## config.mk

```make
export PLATFORM = sky130hd
export DESIGN_NAME = exm
export DESIGN_NICKNAME = d
export VERILOG_FILES = /design/src/rtl/exm.sv
export SDC_FILE = /design/constraint.sdc
export NUM_CORES = 1
export LEC_CHECK = 0
export ABC_AREA = 1
export CORE_ASPECT_RATIO = 1.5
export CORE_UTILIZATION = 25
export CTS_CLUSTER_DIAMETER = 40
export CTS_CLUSTER_SIZE = 10
export DETAILED_ROUTE_END_ITERATION = 8
export PLACE_DENSITY = 0.47
export SLEW_MARGIN = 20
export SYNTH_ARGS = -nofsm -noshare
export SYNTH_HDL_FRONTEND = slang
export SYNTH_SLANG_ARGS = --single-unit
```

## constraint.sdc

```tcl
create_clock -name clk_i -period 5.8 [get_ports clk_i]
set_clock_uncertainty 0.15 [all_clocks]
set_input_delay 1.16 -clock clk_i [delete_from_list [all_inputs] [get_ports clk_i]]
set_output_delay 1.16 -clock clk_i [all_outputs]
set_load 0.01 [all_outputs]
```

## src/rtl/exm.sv

```systemverilog
// Execute stage: ALU op and branch resolution feeding a 1-deep valid/ready result slot.
// Define ECAP5_DPROC_SERIAL_SHIFT_EN to replace the barrel shifter with a bit-serial shifter.
module exm #(
  parameter int unsigned BR_OFF_W = 20
) (
  input  logic                clk_i,
  input  logic                rst_i,
  input  logic                input_valid_i,
  output logic                input_ready_o,
  input  logic [31:0]         pc_i,
  input  logic [31:0]         op1_i,
  input  logic [31:0]         op2_i,
  input  logic [2:0]          alu_op_i,
  input  logic                alu_sub_i,
  input  logic                shift_left_i,
  input  logic                shift_arith_i,
  input  logic [2:0]          br_cond_i,
  input  logic [BR_OFF_W-1:0] br_off_i,
  input  logic                ls_enable_i,
  input  logic                ls_write_i,
  input  logic                ls_unsigned_i,
  input  logic [3:0]          ls_sel_i,
  input  logic [31:0]         ls_wdata_i,
  input  logic                reg_write_i,
  input  logic [4:0]          reg_addr_i,
  output logic                output_valid_o,
  input  logic                output_ready_i,
  output logic [31:0]         alu_result_o,
  output logic                ls_enable_o,
  output logic                ls_write_o,
  output logic                ls_unsigned_o,
  output logic [3:0]          ls_sel_o,
  output logic [31:0]         ls_wdata_o,
  output logic                reg_write_o,
  output logic [4:0]          reg_addr_o,
  output logic                branch_o,
  output logic [31:0]         branch_target_o
);

  localparam logic [2:0] OpAdd   = 3'd0;
  localparam logic [2:0] OpXor   = 3'd1;
  localparam logic [2:0] OpOr    = 3'd2;
  localparam logic [2:0] OpAnd   = 3'd3;
  localparam logic [2:0] OpSlt   = 3'd4;
  localparam logic [2:0] OpSltu  = 3'd5;
  localparam logic [2:0] OpShift = 3'd6;

  typedef struct packed {
    logic [31:0] res;
    logic        ls_enable;
    logic        ls_write;
    logic        ls_unsigned;
    logic [3:0]  ls_sel;
    logic [31:0] ls_wdata;
    logic        reg_write;
    logic [4:0]  reg_addr;
  } slot_t;

  logic        valid_q;
  slot_t       slot_q;
  logic        branch_q;
  logic [31:0] target_q;

  logic        accept;
  logic        slot_free;
  logic        taken;
  logic [31:0] target;
  logic [31:0] alu_res;
  logic [4:0]  shamt;
  slot_t       in_slot;

  logic        load_en;
  slot_t       load_slot;
  logic        load_br;
  logic [31:0] load_tgt;

  assign shamt     = op2_i[4:0];
  assign slot_free = !valid_q || output_ready_i;
  assign accept    = input_valid_i && input_ready_o;
  assign target    = pc_i + {{(32 - BR_OFF_W){br_off_i[BR_OFF_W-1]}}, br_off_i};

`ifdef ECAP5_DPROC_SERIAL_SHIFT_EN
  typedef enum logic [0:0] {StIdle, StShift} state_e;

  state_e      state_q;
  logic [31:0] sh_q;
  logic [4:0]  cnt_q;
  logic        left_q;
  logic        arith_q;
  slot_t       pend_q;
  logic        pend_br_q;
  logic [31:0] pend_tgt_q;
  logic        long_shift;

  function automatic logic [31:0] shift1(logic [31:0] v, logic left, logic arith);
    return left ? {v[30:0], 1'b0} : {arith & v[31], v[31:1]};
  endfunction

  assign input_ready_o = slot_free && (state_q == StIdle);
  // Amounts 0 and 1 finish in the accept cycle; longer ones park in StShift.
  assign long_shift    = (alu_op_i == OpShift) && (shamt > 5'd1);
`else
  assign input_ready_o = slot_free;
`endif

  always_comb begin
    unique case (br_cond_i)
      3'd1:    taken = (op1_i == op2_i);
      3'd2:    taken = (op1_i != op2_i);
      3'd3:    taken = ($signed(op1_i) < $signed(op2_i));
      3'd4:    taken = ($signed(op1_i) >= $signed(op2_i));
      3'd5:    taken = (op1_i < op2_i);
      3'd6:    taken = (op1_i >= op2_i);
      3'd7:    taken = 1'b1;
      default: taken = 1'b0;
    endcase
  end

  always_comb begin
    alu_res = '0;
    unique case (alu_op_i)
      OpAdd:   alu_res = alu_sub_i ? (op1_i - op2_i) : (op1_i + op2_i);
      OpXor:   alu_res = op1_i ^ op2_i;
      OpOr:    alu_res = op1_i | op2_i;
      OpAnd:   alu_res = op1_i & op2_i;
      OpSlt:   alu_res = {31'b0, $signed(op1_i) < $signed(op2_i)};
      OpSltu:  alu_res = {31'b0, op1_i < op2_i};
`ifdef ECAP5_DPROC_SERIAL_SHIFT_EN
      OpShift: alu_res = (shamt == 5'd0) ? op1_i : shift1(op1_i, shift_left_i, shift_arith_i);
`else
      OpShift: begin
        if (shift_left_i)       alu_res = op1_i << shamt;
        else if (shift_arith_i) alu_res = 32'($signed(op1_i) >>> shamt);
        else                    alu_res = op1_i >> shamt;
      end
`endif
      default: alu_res = '0;
    endcase
  end

  always_comb begin
    in_slot             = '0;
    in_slot.res         = alu_res;
    in_slot.ls_enable   = ls_enable_i;
    in_slot.ls_write    = ls_write_i;
    in_slot.ls_unsigned = ls_unsigned_i;
    in_slot.ls_sel      = ls_sel_i;
    in_slot.ls_wdata    = ls_wdata_i;
    in_slot.reg_write   = reg_write_i;
    in_slot.reg_addr    = reg_addr_i;
  end

  always_comb begin
    load_en   = 1'b0;
    load_slot = in_slot;
    load_br   = taken;
    load_tgt  = target;
`ifdef ECAP5_DPROC_SERIAL_SHIFT_EN
    if (state_q == StIdle) begin
      load_en = accept && !long_shift;
    end else if (cnt_q == 5'd1 && slot_free) begin
      load_en       = 1'b1;
      load_slot     = pend_q;
      load_slot.res = shift1(sh_q, left_q, arith_q);
      load_br       = pend_br_q;
      load_tgt      = pend_tgt_q;
    end
`else
    load_en = accept;
`endif
  end

  always_ff @(posedge clk_i) begin
    if (rst_i) begin
      valid_q    <= 1'b0;
      slot_q     <= '0;
      branch_q   <= 1'b0;
      target_q   <= '0;
`ifdef ECAP5_DPROC_SERIAL_SHIFT_EN
      state_q    <= StIdle;
      sh_q       <= '0;
      cnt_q      <= '0;
      left_q     <= 1'b0;
      arith_q    <= 1'b0;
      pend_q     <= '0;
      pend_br_q  <= 1'b0;
      pend_tgt_q <= '0;
`endif
    end else begin
      branch_q <= 1'b0;
      if (output_ready_i) begin
        valid_q          <= 1'b0;
        slot_q.reg_write <= 1'b0;
      end
      if (load_en) begin
        valid_q <= 1'b1;
        slot_q  <= load_slot;
        if (load_br) begin
          branch_q <= 1'b1;
          target_q <= load_tgt;
        end
      end
`ifdef ECAP5_DPROC_SERIAL_SHIFT_EN
      case (state_q)
        StIdle: begin
          if (accept && long_shift) begin
            state_q    <= StShift;
            sh_q       <= alu_res;
            cnt_q      <= 5'(shamt - 5'd1);
            left_q     <= shift_left_i;
            arith_q    <= shift_arith_i;
            pend_q     <= in_slot;
            pend_br_q  <= taken;
            pend_tgt_q <= target;
          end
        end
        StShift: begin
          if (cnt_q > 5'd1) begin
            sh_q  <= shift1(sh_q, left_q, arith_q);
            cnt_q <= cnt_q - 5'd1;
          end else if (slot_free) begin
            state_q <= StIdle;
          end
        end
        default: state_q <= StIdle;
      endcase
`endif
    end
  end

  assign output_valid_o  = valid_q;
  assign alu_result_o    = slot_q.res;
  assign ls_enable_o     = slot_q.ls_enable;
  assign ls_write_o      = slot_q.ls_write;
  assign ls_unsigned_o   = slot_q.ls_unsigned;
  assign ls_sel_o        = slot_q.ls_sel;
  assign ls_wdata_o      = slot_q.ls_wdata;
  assign reg_write_o     = slot_q.reg_write;
  assign reg_addr_o      = slot_q.reg_addr;
  assign branch_o        = branch_q;
  assign branch_target_o = target_q;

endmodule

```

Yosys cells after proc, flatten, opt, wreduce, memory -nomap -nowiden
Cells that the tools add are included.
{"block": "totals", "reg_bits": 111, "out_inout_bits": 112, "word_cells": 56}
{"block": "op_classes", "add_sub_neg": 3, "magnitude_cmp": 4, "n_eq_ne": 15, "shifts": 3, "mux": 9, "bitwise_logic": 4, "n_reduce_logical": 7}
{"cell": "case mux 32 bit (7 select lines)", "n": 1}
{"cell": "two-way mux 32 bit", "n": 3}
{"cell": "adder 32 bit", "n": 2}
{"cell": ">= comparator 32 bit", "n": 2}
{"cell": "less-than comparator 32 bit", "n": 2}
{"cell": "AND 32 bit", "n": 1}
{"cell": "equality test 32 bit", "n": 1}
{"cell": "inequality test 32 bit", "n": 1}
{"cell": "OR 32 bit", "n": 1}
{"cell": "left shift 32 x 5 -> 32 bit", "n": 1}
{"cell": "right shift 32 x 5 -> 32 bit", "n": 1}
{"cell": ">>> shifter 32 x 5 -> 32 bit", "n": 1}
{"cell": "subtractor 32 bit", "n": 1}
{"cell": "bitwise XOR 32 bit", "n": 1}
{"cell": "equality test 3 bit, second input constant", "n": 7}
{"cell": "equality test 3 x 2 -> 1 bit, second input constant", "n": 4}
{"cell": "case mux 1 bit (7 select lines)", "n": 1}
{"cell": "equality test 3 x 1 -> 1 bit, second input constant", "n": 2}
{"cell": "two-way mux 6 bit", "n": 1}
{"cell": "logical NOT 3 bit", "n": 1}
{"cell": "two-way mux 1 bit", "n": 3}
{"cell": "AND reduction 2 bit", "n": 1}
{"cell": "nonzero test 2 bit", "n": 1}
{"cell": "OR reduction 2 bit", "n": 1}
{"cell": "other kinds (4)", "n": 4}

Logic depth before layout (Yosys ltp)
Gate-level depths: netlist of the first run.
{"block": "depth", "word_depth": 5, "ltp_mapped": 22}

Worst setup path after synthesis of the first run
Ideal clock, no wire load.
{"block": "synth_path", "kind": "input-to-reg", "startpoint": "input op2_i[3]", "endpoint": "register target_q[3], in the netlist branch_target_o[3]", "setup_time_ns": 0.115, "t_arrival_ns": 3.714, "required_ns": 5.535, "path_slack_ns": 1.821, "stages": 17, "path_cell_list": "clkbuf_1 -> clkinv_1 -> clkbuf_1 -> clkbuf_1 -> ha_1 -> clkbuf_1 -> nor3b_2 -> nand3_1 -> nor2_2 -> nor2_1 -> a21oi_1 -> nand2_1 -> nor2_2 -> nand3_4 -> buf_4 -> a21oi_1 -> nor2_1"}
{"block": "synth_via", "elab_chain_cells": 3}
{"element": "start: declaration", "line": "12", "text": "input logic [31:0] op2_i,"}
{"element": ">= comparator 32 bit (tied with other cells)", "line": "113", "text": "3'd6: taken = (op1_i >= op2_i);"}
{"element": "case mux 1 bit (7 select lines) *", "line": "107", "text": "unique case (br_cond_i)"}
{"element": "AND reduction 2 bit (no source line) *"}
{"element": "end signal: assignment", "line": "200", "text": "target_q <= load_tgt;"}
{"element": "end: declaration", "line": "62", "text": "logic [31:0] target_q;"}
Mark *: on every way between the ends. The rest lies on a longest branch, timed or not.
A chain may end at the register's enable or synchronous reset.

Worst setup path after layout of the first run
{"block": "layout_path", "startpoint": "input op1_i[21]", "endpoint": "register target_q[0], in the netlist branch_target_o[0]"}
{"block": "layout_via", "elab_chain_cells": 3}
{"element": "start: declaration", "line": "11", "text": "input logic [31:0] op1_i,"}
{"element": ">= comparator 32 bit (tied with other cells)", "line": "113"}
{"element": "case mux 1 bit (7 select lines) *", "line": "107"}
{"element": "AND reduction 2 bit (no source line) *"}
Marks and branches as above.

==> impl_metrics.json, run 1 <==
{
  "min_period_ns": 4.63,
  "crit_type": "in2reg",
  "setup_viol": 0,
  "seqPwrFrac_pct": 25.6,
  "p_sw_mw": 1.60,
  "synth_compound_area_share_pct": 14.9,
  "ant_nets": 0,
  "fmax_mhz": 216,
  "intPower_mw": 1.76,
  "slew_violations": 0,
  "synth_nets": 3283,
  "hpwl_um": 71700,
  "cts_tree": "built",
  "die_width_um": 210,
  "switching_share_pct": 47.6,
  "cts.sinks": 111,
  "io-pin-count": 286,
  "grt_pass1_vias": 20200,
  "combPwrFrac_pct": 55.1,
  "coreArea_um2": 63600,
  "synth-xor-area-share_pct": 1.41,
  "overflow": 0,
  "synth-edff-count": 0,
  "relSlewSlack_pct": 38.3,
  "tns_ns": 0,
  "synthAdderAreaFrac_pct": 10.3,
  "clock_latency_ns": 0.35,
  "syn_avg_cell_area_um2": 5.44,
  "power_leakage_nw": 9.63,
  "cp-start-kind": "primary input",
  "synthCells": 2978,
  "yosys.area_share.simple_pct": 47.7,
  "status": "finished, final reports clean",
  "end_kind": "flip-flop",
  "rrSetupSlack_ns": 3.68,
  "hold_class": "reg2reg",
  "cts_hold_buf": 0,
  "final_cell_mix": "954 x nand2_1, 403 x nand3_1, 334 x inv_1, 282 x clkdlybuf4s50_1, 280 x nor2_1",
  "dr.pass1.iters": 6,
  "whs_ns": 0.316,
  "groute.usage.overall_pct": 25.7,
  "rsz0062_at_grt": "false",
  "worst_pin_slew_ns": 0.925,
  "fp.dieArea_um2": 65800,
  "numCtsBuffers": 9,
  "grt_max_degree": 85,
  "syn_to_final_growth_pct": 23.4,
  "clockBufferDepth": 2,
  "totalWireLength_um": 87400,
  "drv_cap": 0,
  "routabilityCongestion": 0.989,
  "cts-root-buf": "clkbuf_16",
  "async_reset_ff_share_pct": 0,
  "vias": 20300,
  "die_h_um": 314,
  "finalNetCount": 3470,
  "drtIter0Drc": 1382,
  "finalHoldViolCount": 0,
  "wl_per_cell_um": 22.0,
  "powerDensity_nw_per_um2": 168,
  "post_cts_buffers": 0,
  "antenna_found_initial": 2,
  "worstPathArrival_ns": 4.74,
  "cp_max_fo": 36,
  "fp-row-count": 113,
  "clockPowerShare_pct": 19.3,
  "syn_area_um2": 16200,
  "synth_top_family_by_area": "simple AND/OR/NAND/NOR gates",
  "grt_pass1_wl_um": 126000,
  "yosys_warnings": 0,
  "required_ns": 5.91,
  "cts.clk_slew.worst_paths_ns": 0.09,
  "fin_crit_sh_pct": 79.8,
  "drive_gt1_share_pct": 4.20,
  "ys_ff_latch": 111,
  "htree_levels": 3,
  "yosys.cell_types.count": 47,
  "synth.area.mux_share_pct": 0,
  "final_common_cell": "nand2_1",
  "remaining_drc_errors": 0,
  "vdd_drop_max_v": 0.000143,
  "via_per_inst": 5.11,
  "seq_area_frac_synth_pct": 13.7,
  "start_util_pct": 25.4,
  "n_fill_cell": 7411,
  "ys.flop_type": "dfxtp_1",
  "io_buffer_count": 285,
  "post_cts_resized": 0
}
cell usage after synthesis, drive strengths merged, types with 4 or more instances:
master | n | area share [%]
a21boi | 4 | 0.19
a21o | 5 | 0.23
a21oi | 198 | 6.3
a221oi | 4 | 0.22
a31oi | 10 | 0.39
and2 | 17 | 0.66
buf | 62 | 2.1
clkbuf | 76 | 1.8
clkinv | 5 | 0.12
dfxtp | 111 | 14
ha | 128 | 9.9
inv | 349 | 8.1
nand2 | 966 | 23
nand3 | 433 | 14
nand3b | 10 | 0.46
nand4 | 23 | 0.89
nor2 | 299 | 7.4
nor3 | 25 | 0.83
nor4 | 5 | 0.19
o211ai | 21 | 0.97
o21a | 5 | 0.23
o21ai | 144 | 4.5
o21bai | 13 | 0.60
o221ai | 10 | 0.54
o22ai | 19 | 0.73
xnor2 | 15 | 0.81
xor2 | 11 | 0.60
area by class of cell:
cell class	instances	area [um^2]	area share [%]
Timing Repair Buffer	314	3070	15.4
Inverter	354	1330	6.66
Sequential cell	111	2220	11.1
Clock buffer	9	225	1.13
Multi-Input combinational cell	2375	12000	60.2
Tap cell	805	1010	5.04
Clock inverter	7	86.3	0.432
Antenna cell	3	7.51	0.0376
routing by layer:
layer	GRT usage [%]	vias up	share of wire, %
met4	17.0	2	7.6
met2	50.3	659	53
met5	0	-	0.015
met3	1.98	221	3.5
met1	25.8	9438	36
li1	-	10000	-
cell families after synthesis:
| family | count (synthesis) |
|---|---|
| simple gates | 1784 |
| flops | 111 |
| xor+xnor | 26 |
| fa+ha+maj | 131 |
| compound gates | 434 |
| buf+inv | 492 |
path summary, 6_finish.rpt:
kind                    startpoint                   to  cells past startpoint
hold reg to reg   alu_result_o[10]     alu_result_o[10]                      2
setup reg to reg    output_valid_o  branch_target_o[28]                      7
hold / removal    alu_result_o[10]     alu_result_o[10]                      2
setup / recovery         op1_i[21]   branch_target_o[0]                     13
power by group through the flow:
| stage | Clock (mW) | Sequential [mW] | Combinational (mW) |
|---|---|---|---|
| after CTS | 0.671 | 0.860 | 1.83 |
| after global placement | 0 | 0.877 | 1.84 |
| after global routing | 0.689 | 0.868 | 2.00 |
| after detailed placement | 0 | 0.878 | 1.83 |
| after floorplan | 0 | 0.900 | 1.03 |
| final | 0.650 | 0.860 | 1.85 |
registers in the layout, summed over array words and instances (netlist names):
register         flops
ls_write_o           1
reg_addr_o           5
branch_o             1
ls_enable_o          1
ls_wdata_o          32
ls_sel_o             4
alu_result_o        32
reg_write_o          1
output_valid_o       1
ls_unsigned_o        1
branch_target_o     32
stage by stage:
| step | power (mW) | cell area, um^2 | worst slack (ns) | utilization (%) | cells |
|---|---|---|---|---|---|
| 2_1_floorplan | 1.93 | 16200 | 1.82 | - | 2978 |
| 3_3_place_gp | 2.71 | 19700 | 0.855 | 30.9 | 3959 |
| 3_5_place_dp | 2.70 | 19700 | 0.848 | 30.9 | 3959 |
| 4_1_cts | 3.36 | 20000 | 1.25 | 31.4 | 3975 |
| 5_1_grt | 3.56 | 20000 | 0.982 | 31.4 | 3976 |
| 6_report | 3.36 | 20000 | 1.17 | 31.4 | 3978 |
critical path: stages:
cell	delay, ns
clkdlybuf4s50_1	0.62
inv_1	0.08
ha_1	0.59
o21ai_1	0.20
a21oi_1	0.24
nand2_1	0.14
a21oi_4	0.24
nand3_1	0.18
nand3b_1	0.17
nand3_4	0.43
buf_4	0.41
a21oi_1	0.16
nor2_1	0.06
(Power assumes the default switching activity.)
==> run 2: changes to the inputs <==
--- a/config.mk
+++ b/config.mk
@@ -11,7 +11,7 @@
 export CTS_CLUSTER_DIAMETER = 40
 export CTS_CLUSTER_SIZE = 10
 export DETAILED_ROUTE_END_ITERATION = 8
-export PLACE_DENSITY = 0.47
+export PLACE_DENSITY = 0.48
 export SLEW_MARGIN = 20
 export SYNTH_ARGS = -nofsm -noshare
 export SYNTH_HDL_FRONTEND = slang
==> constraint.sdc (replaced) <==
create_clock -name clk_i -period 3.75 [get_ports clk_i]
set_clock_uncertainty 0.15 [all_clocks]
set_input_delay 0.75 -clock clk_i [delete_from_list [all_inputs] [get_ports clk_i]]
set_output_delay 0.75 -clock clk_i [all_outputs]
set_load 0.01 [all_outputs]
==> run 2 against run 1 <==
Effect of this change: setup slack got worse by 1.0 ns; non-clock buffer count rose by 260; hold slack barely moved; sequential share of layout area fell by 1.1 points; die area did not move; highest routed layer is now met4; critical path depth rose by 3; first-iteration DRC count rose by 15%; largest power group unchanged; global-route usage rose by 0.52 points.
==> impl_metrics.json, run 2 (synthesized netlist as in run 1, its figures left out) <==
{
  "status": "finished, final reports clean",
  "drive_gt1_share_pct": 11.6,
  "drv_cap": 0,
  "htree_levels": 3,
  "powerDensity_nw_per_um2": 256,
  "crit_type": "in2reg",
  "cts.sinks": 111,
  "final_cell_mix": "955 x nand2_1, 403 x nand3_1, 334 x inv_1, 282 x clkdlybuf4s50_1, 277 x buf_4",
  "numCtsBuffers": 9,
  "cts_tree": "built",
  "via_per_inst": 5.01,
  "required_ns": 3.82,
  "combPwrFrac_pct": 57.0,
  "routabilityCongestion": 1.03,
  "fin_cells": 4235,
  "place_area_um2": 21700,
  "die_width_um": 210,
  "min_period_ns": 3.62,
  "fp-row-count": 113,
  "fp.dieArea_um2": 65800,
  "start_util_pct": 25.4,
  "fmax_mhz": 276,
  "finalHoldViolCount": 0,
  "setup_viol": 0,
  "post_cts_buffers": 0,
  "diodes": 0,
  "rsz0062_at_grt": "false",
  "cts-root-buf": "clkbuf_16",
  "relSlewSlack_pct": 38.7,
  "seqPwrFrac_pct": 23.5,
  "coreArea_um2": 63600,
  "final_common_cell": "nand2_1",
  "grt_max_degree": 81,
  "tns_ns": 0,
  "ant_nets": 0,
  "groute.usage.overall_pct": 26.3,
  "clockPowerShare_pct": 19.5,
  "finalPower_mw": 5.66,
  "grt_pass1_wl_um": 129000,
  "power_leakage_nw": 11.0,
  "wl_per_cell_um": 20.9,
  "totalWireLength_um": 88400,
  "dr.pass1.iters": 8,
  "switching_share_pct": 44.0,
  "cp-start-kind": "primary input",
  "clock_latency_ns": 0.35,
  "remaining_drc_errors": 0,
  "slew_violations": 0,
  "die_h_um": 314,
  "io-pin-count": 286,
  "intPower_mw": 3.17,
  "overflow": 0,
  "vdd_drop_max_v": 0.000210,
  "vias": 21200,
  "end_kind": "flip-flop",
  "worst_pin_slew_ns": 0.918,
  "clockBufferDepth": 2,
  "cts.clk_slew.worst_paths_ns": 0.07,
  "cts_hold_buf": 0,
  "fin_crit_sh_pct": 96.5,
  "io_buffer_count": 285,
  "p_sw_mw": 2.49,
  "finalNetCount": 3730,
  "grt_pass1_vias": 21100,
  "syn_to_final_growth_pct": 36.5,
  "whs_ns": 0.317,
  "drtIter0Drc": 1586,
  "hpwl_um": 73600,
  "cp_max_fo": 5,
  "fin_area_um2": 22100,
  "hold_class": "reg2reg",
  "worstPathArrival_ns": 3.69,
  "dpl.cell_count": 4219,
  "antenna_found_initial": 0
}
-- run 2: changes by cell type in the layout (fill, tap and decap cells not counted) --
cell,delta
nand2_1,+1
bufinv_16,+2
nor2_1,-5
buf_4,+249
nor2_2,+5
diode_2,-3
clkbuf_8,+2
nand2_2,-1
clkinv_4,+1
clkinv_8,-3
buf_12,+11
inv_6,-2
-- run 2: stage by stage --
stage	setup slack (ns)	util, %
floorplan	0.181	-
global placement	-0.369	34.2
detailed placement	-0.343	34.2
CTS	0.0335	34.7
global route	0.0167	34.7
finish	0.132	34.7
-- run 2: final timing paths --
kind	from	endpoint	slack (ns)	cells past startpoint
worst max-delay path	op2_i[19]	alu_result_o[23]	0.13	16
worst min-delay path	alu_result_o[30]	alu_result_o[30]	0.32	2
worst max register to register	output_valid_o	ls_wdata_o[23]	1.91	5
worst min register to register	alu_result_o[30]	alu_result_o[30]	0.32	2
-- run 2: routing by layer --
layer / global-route usage [%] / vias up / share of wire (%)
li1: - / 10500 / -
met2: 49.5 / 704 / 52
met4: 20.3 / 0 / 8.8
met5: 0 / - / 0
met3: 2.27 / 251 / 3.5
met1: 26.4 / 9714 / 36
-- run 2: cell type report --
type                            count  area [um^2]
Fill cell                        7333        41500
Multi-Input combinational cell   2375        12000
Timing Repair Buffer              574         5160
Sequential cell                   111         2220
Inverter                          354         1330
Tap cell                          805         1010
Clock buffer                       11          253
Clock inverter                      5         88.8
-- run 2: repair_timing --
| action | CTS | global route |
|---|---|---|
| endpoints found under the hold margin | 0 | 0 |
| setup endpoints to repair | 0 | 3 |
| resized for setup | 0 | 5 |
-- run 2: power groups by stage --
stage | sequential (mW) | clock [mW] | combinational, mW
global placement | 1.36 | 0 | 3.20
finish | 1.33 | 1.10 | 3.23
detailed placement | 1.36 | 0 | 3.19
CTS | 1.33 | 1.13 | 3.20
global route | 1.35 | 1.19 | 3.48
floorplan | 1.39 | 0 | 1.59
-- run 2: critical path, cell delays in order --
cell and delay, ns:
clkdlybuf4s50_1 0.48, inv_1 0.06, ha_1 0.36, buf_4 0.19
nor2_1 0.10, buf_4 0.14, nand2_1 0.13, buf_4 0.18
nor2_2 0.24, nand3_1 0.22, nand4_1 0.18, nand3_1 0.09
nand3_1 0.13, nand3_1 0.24, nand2_1 0.13, a21oi_1 0.07
==> run 3: changes to the inputs <==
--- a/config.mk
+++ b/config.mk
@@ -11,7 +11,8 @@
 export CTS_CLUSTER_DIAMETER = 40
 export CTS_CLUSTER_SIZE = 10
 export DETAILED_ROUTE_END_ITERATION = 8
-export PLACE_DENSITY = 0.48
+export DONT_BUFFER_PORTS = 1
+export PLACE_DENSITY = 0.43
 export SLEW_MARGIN = 20
 export SYNTH_ARGS = -nofsm -noshare
 export SYNTH_HDL_FRONTEND = slang
==> run 3 against run 2 <==
Effect of this change: die area is the same; sequential power increased by 6%; power down 16%; register-to-register slack lost 0.25 ns; hold slack got worse by 0.028 ns; maximum frequency grew 9.0%; final cell count fell by 12%; largest power group unchanged.
==> impl_metrics.json, run 3 (synthesized netlist as in run 1, its figures left out) <==
{
  "grt_pass1_wl_um": 122000,
  "totalWireLength_um": 84200,
  "post_cts_buffers": 0,
  "numCtsBuffers": 9,
  "status": "finished, final reports clean",
  "cp_max_fo": 4,
  "worstPathCellList": "inv_1, ha_1, fa_1, inv_1, nand2_1, nand2_1, nand2_1, o21ai_0, buf_4, nand2_1, nand2_1, nand2_1, o21ai_0, nor2_1, nor2_1, nand2_1, nand3_1, nand2_1, a21oi_1",
  "drtIter0Drc": 1458,
  "cts_tree": "built",
  "rr_worst_depth": 6,
  "wl_per_cell_um": 22.7,
  "hpwl_um": 69900,
  "finalHoldViolCount": 0,
  "drv_cap": 0,
  "final_common_cell": "nand2_1",
  "r2r-start": "output_valid_o",
  "coreArea_um2": 63600,
  "dr.pass1.iters": 7,
  "vias": 19200,
  "ant_nets": 0,
  "finalNetCount": 3210,
  "worst_pin_slew_ns": 0.890,
  "hold_start": "rst_i",
  "clockBufferDepth": 2,
  "remaining_drc_errors": 0,
  "fp.dieArea_um2": 65800,
  "htree_levels": 3,
  "via_per_inst": 5.18,
  "crit_type": "in2reg",
  "end_kind": "flip-flop",
  "power_leakage_nw": 8.70,
  "io_buffer_count": 0,
  "cp-start-kind": "primary input",
  "fmax_mhz": 301,
  "clock_latency_ns": 0.36,
  "powerDensity_nw_per_um2": 272,
  "setup_viol": 0,
  "routabilityCongestion": 0.988,
  "rrSetupSlack_ns": 1.66,
  "whs_ns": 0.289,
  "required_ns": 3.90,
  "post_cts_resized": 0,
  "hold_class": "in2reg",
  "grt_pass1_vias": 19400,
  "overflow": 0,
  "rsz0062_at_grt": "false",
  "vdd_drop_max_v": 0.000293,
  "tns_ns": 0,
  "syn_to_final_growth_pct": 7.32,
  "drive_gt1_share_pct": 5.29,
  "diodes": 0,
  "fin_crit_sh_pct": 88.5,
  "min_period_ns": 3.32,
  "cts.clk_slew.worst_paths_ns": 0.09,
  "hold_path_depth": 1,
  "cts_hold_buf": 0,
  "worst_path_most_repeated_cell": "nand2_1",
  "final_cell_mix": "955 x nand2_1, 403 x nand3_1, 334 x inv_1, 280 x nor2_1, 194 x a21oi_1",
  "slew_violations": 0,
  "reg2reg_to": "alu_result_o[17]",
  "antenna_found_initial": 0,
  "whs_endpoint": "alu_result_o[5]",
  "grt_max_degree": 73,
  "relSlewSlack_pct": 40.7,
  "cts-root-buf": "clkbuf_16",
  "die_h_um": 314,
  "start_util_pct": 25.4,
  "cts.sinks": 111,
  "crit_path_max_incr_delay_ns": 0.55,
  "worstPathArrival_ns": 3.48,
  "fp-row-count": 113,
  "crit_path_top_delay_cell": "o21ai_0",
  "die_width_um": 210,
  "io-pin-count": 286,
  "groute.usage.overall_pct": 24.9
}
==> run 3: worst max-delay path, delay by kind of cell <==
kind                     cells  cell delay, ns
AO/OA/AOI/OAI                3            0.79
adder cells (fa/ha/maj)      2            0.61
buffers and inverters        3            0.37
AND/OR/NAND/NOR             11            0.94
==> run 3: power breakdown <==
group,internal (mW),leakage [nW],switching (mW)
registers,1.27,0.915,0.132
clock network,0.474,0.147,0.520
logic,0.704,7.64,1.62
total,2.45,8.70,2.27
==> run 3: cell type report <==
| type | instances | area, um^2 |
|---|---|---|
| Timing Repair Buffer | 54 | 493 |
| Clock buffer | 9 | 225 |
| Fill cell | 7650 | 46300 |
| Inverter | 354 | 1330 |
| Sequential cell | 111 | 2220 |
| Multi-Input combinational cell | 2375 | 12000 |
| Tap cell | 805 | 1010 |
| Clock inverter | 7 | 70.1 |
==> run 3: worst max path at each step <==
stage,startpoint,endpoint
floorplan,op2_i[3],branch_target_o[3]
global placement,op1_i[0],alu_result_o[14]
detailed placement,op1_i[0],alu_result_o[14]
CTS,op1_i[0],alu_result_o[14]
global route,op1_i[0],alu_result_o[14]
finish,op1_i[0],alu_result_o[14]
==> run 3: routing by layer <==
layer / wire [um] / track usage (%) / vias up
met2: 43400 / 47.0 / 680
met3: 4730 / 4.16 / 239
met1: 29000 / 24.0 / 8833
met5: 0 / 0 / -
li1: - / - / 9482
met4: 7130 / 19.3 / 0
==> run 3: stage by stage <==
stage          total power, mW  setup WS, ns  utilization, %  std cells  instance area, um^2
2_1_floorplan             2.98         0.181               -       2978                16200
3_3_place_gp              3.75         0.136            26.8       3699                17100
3_5_place_dp              3.74         0.122            26.8       3699                17100
4_1_cts                   4.75         0.516            27.3       3715                17400
5_1_grt                   5.05         0.295            27.3       3715                17400
6_report                  4.73         0.429            27.3       3715                17400
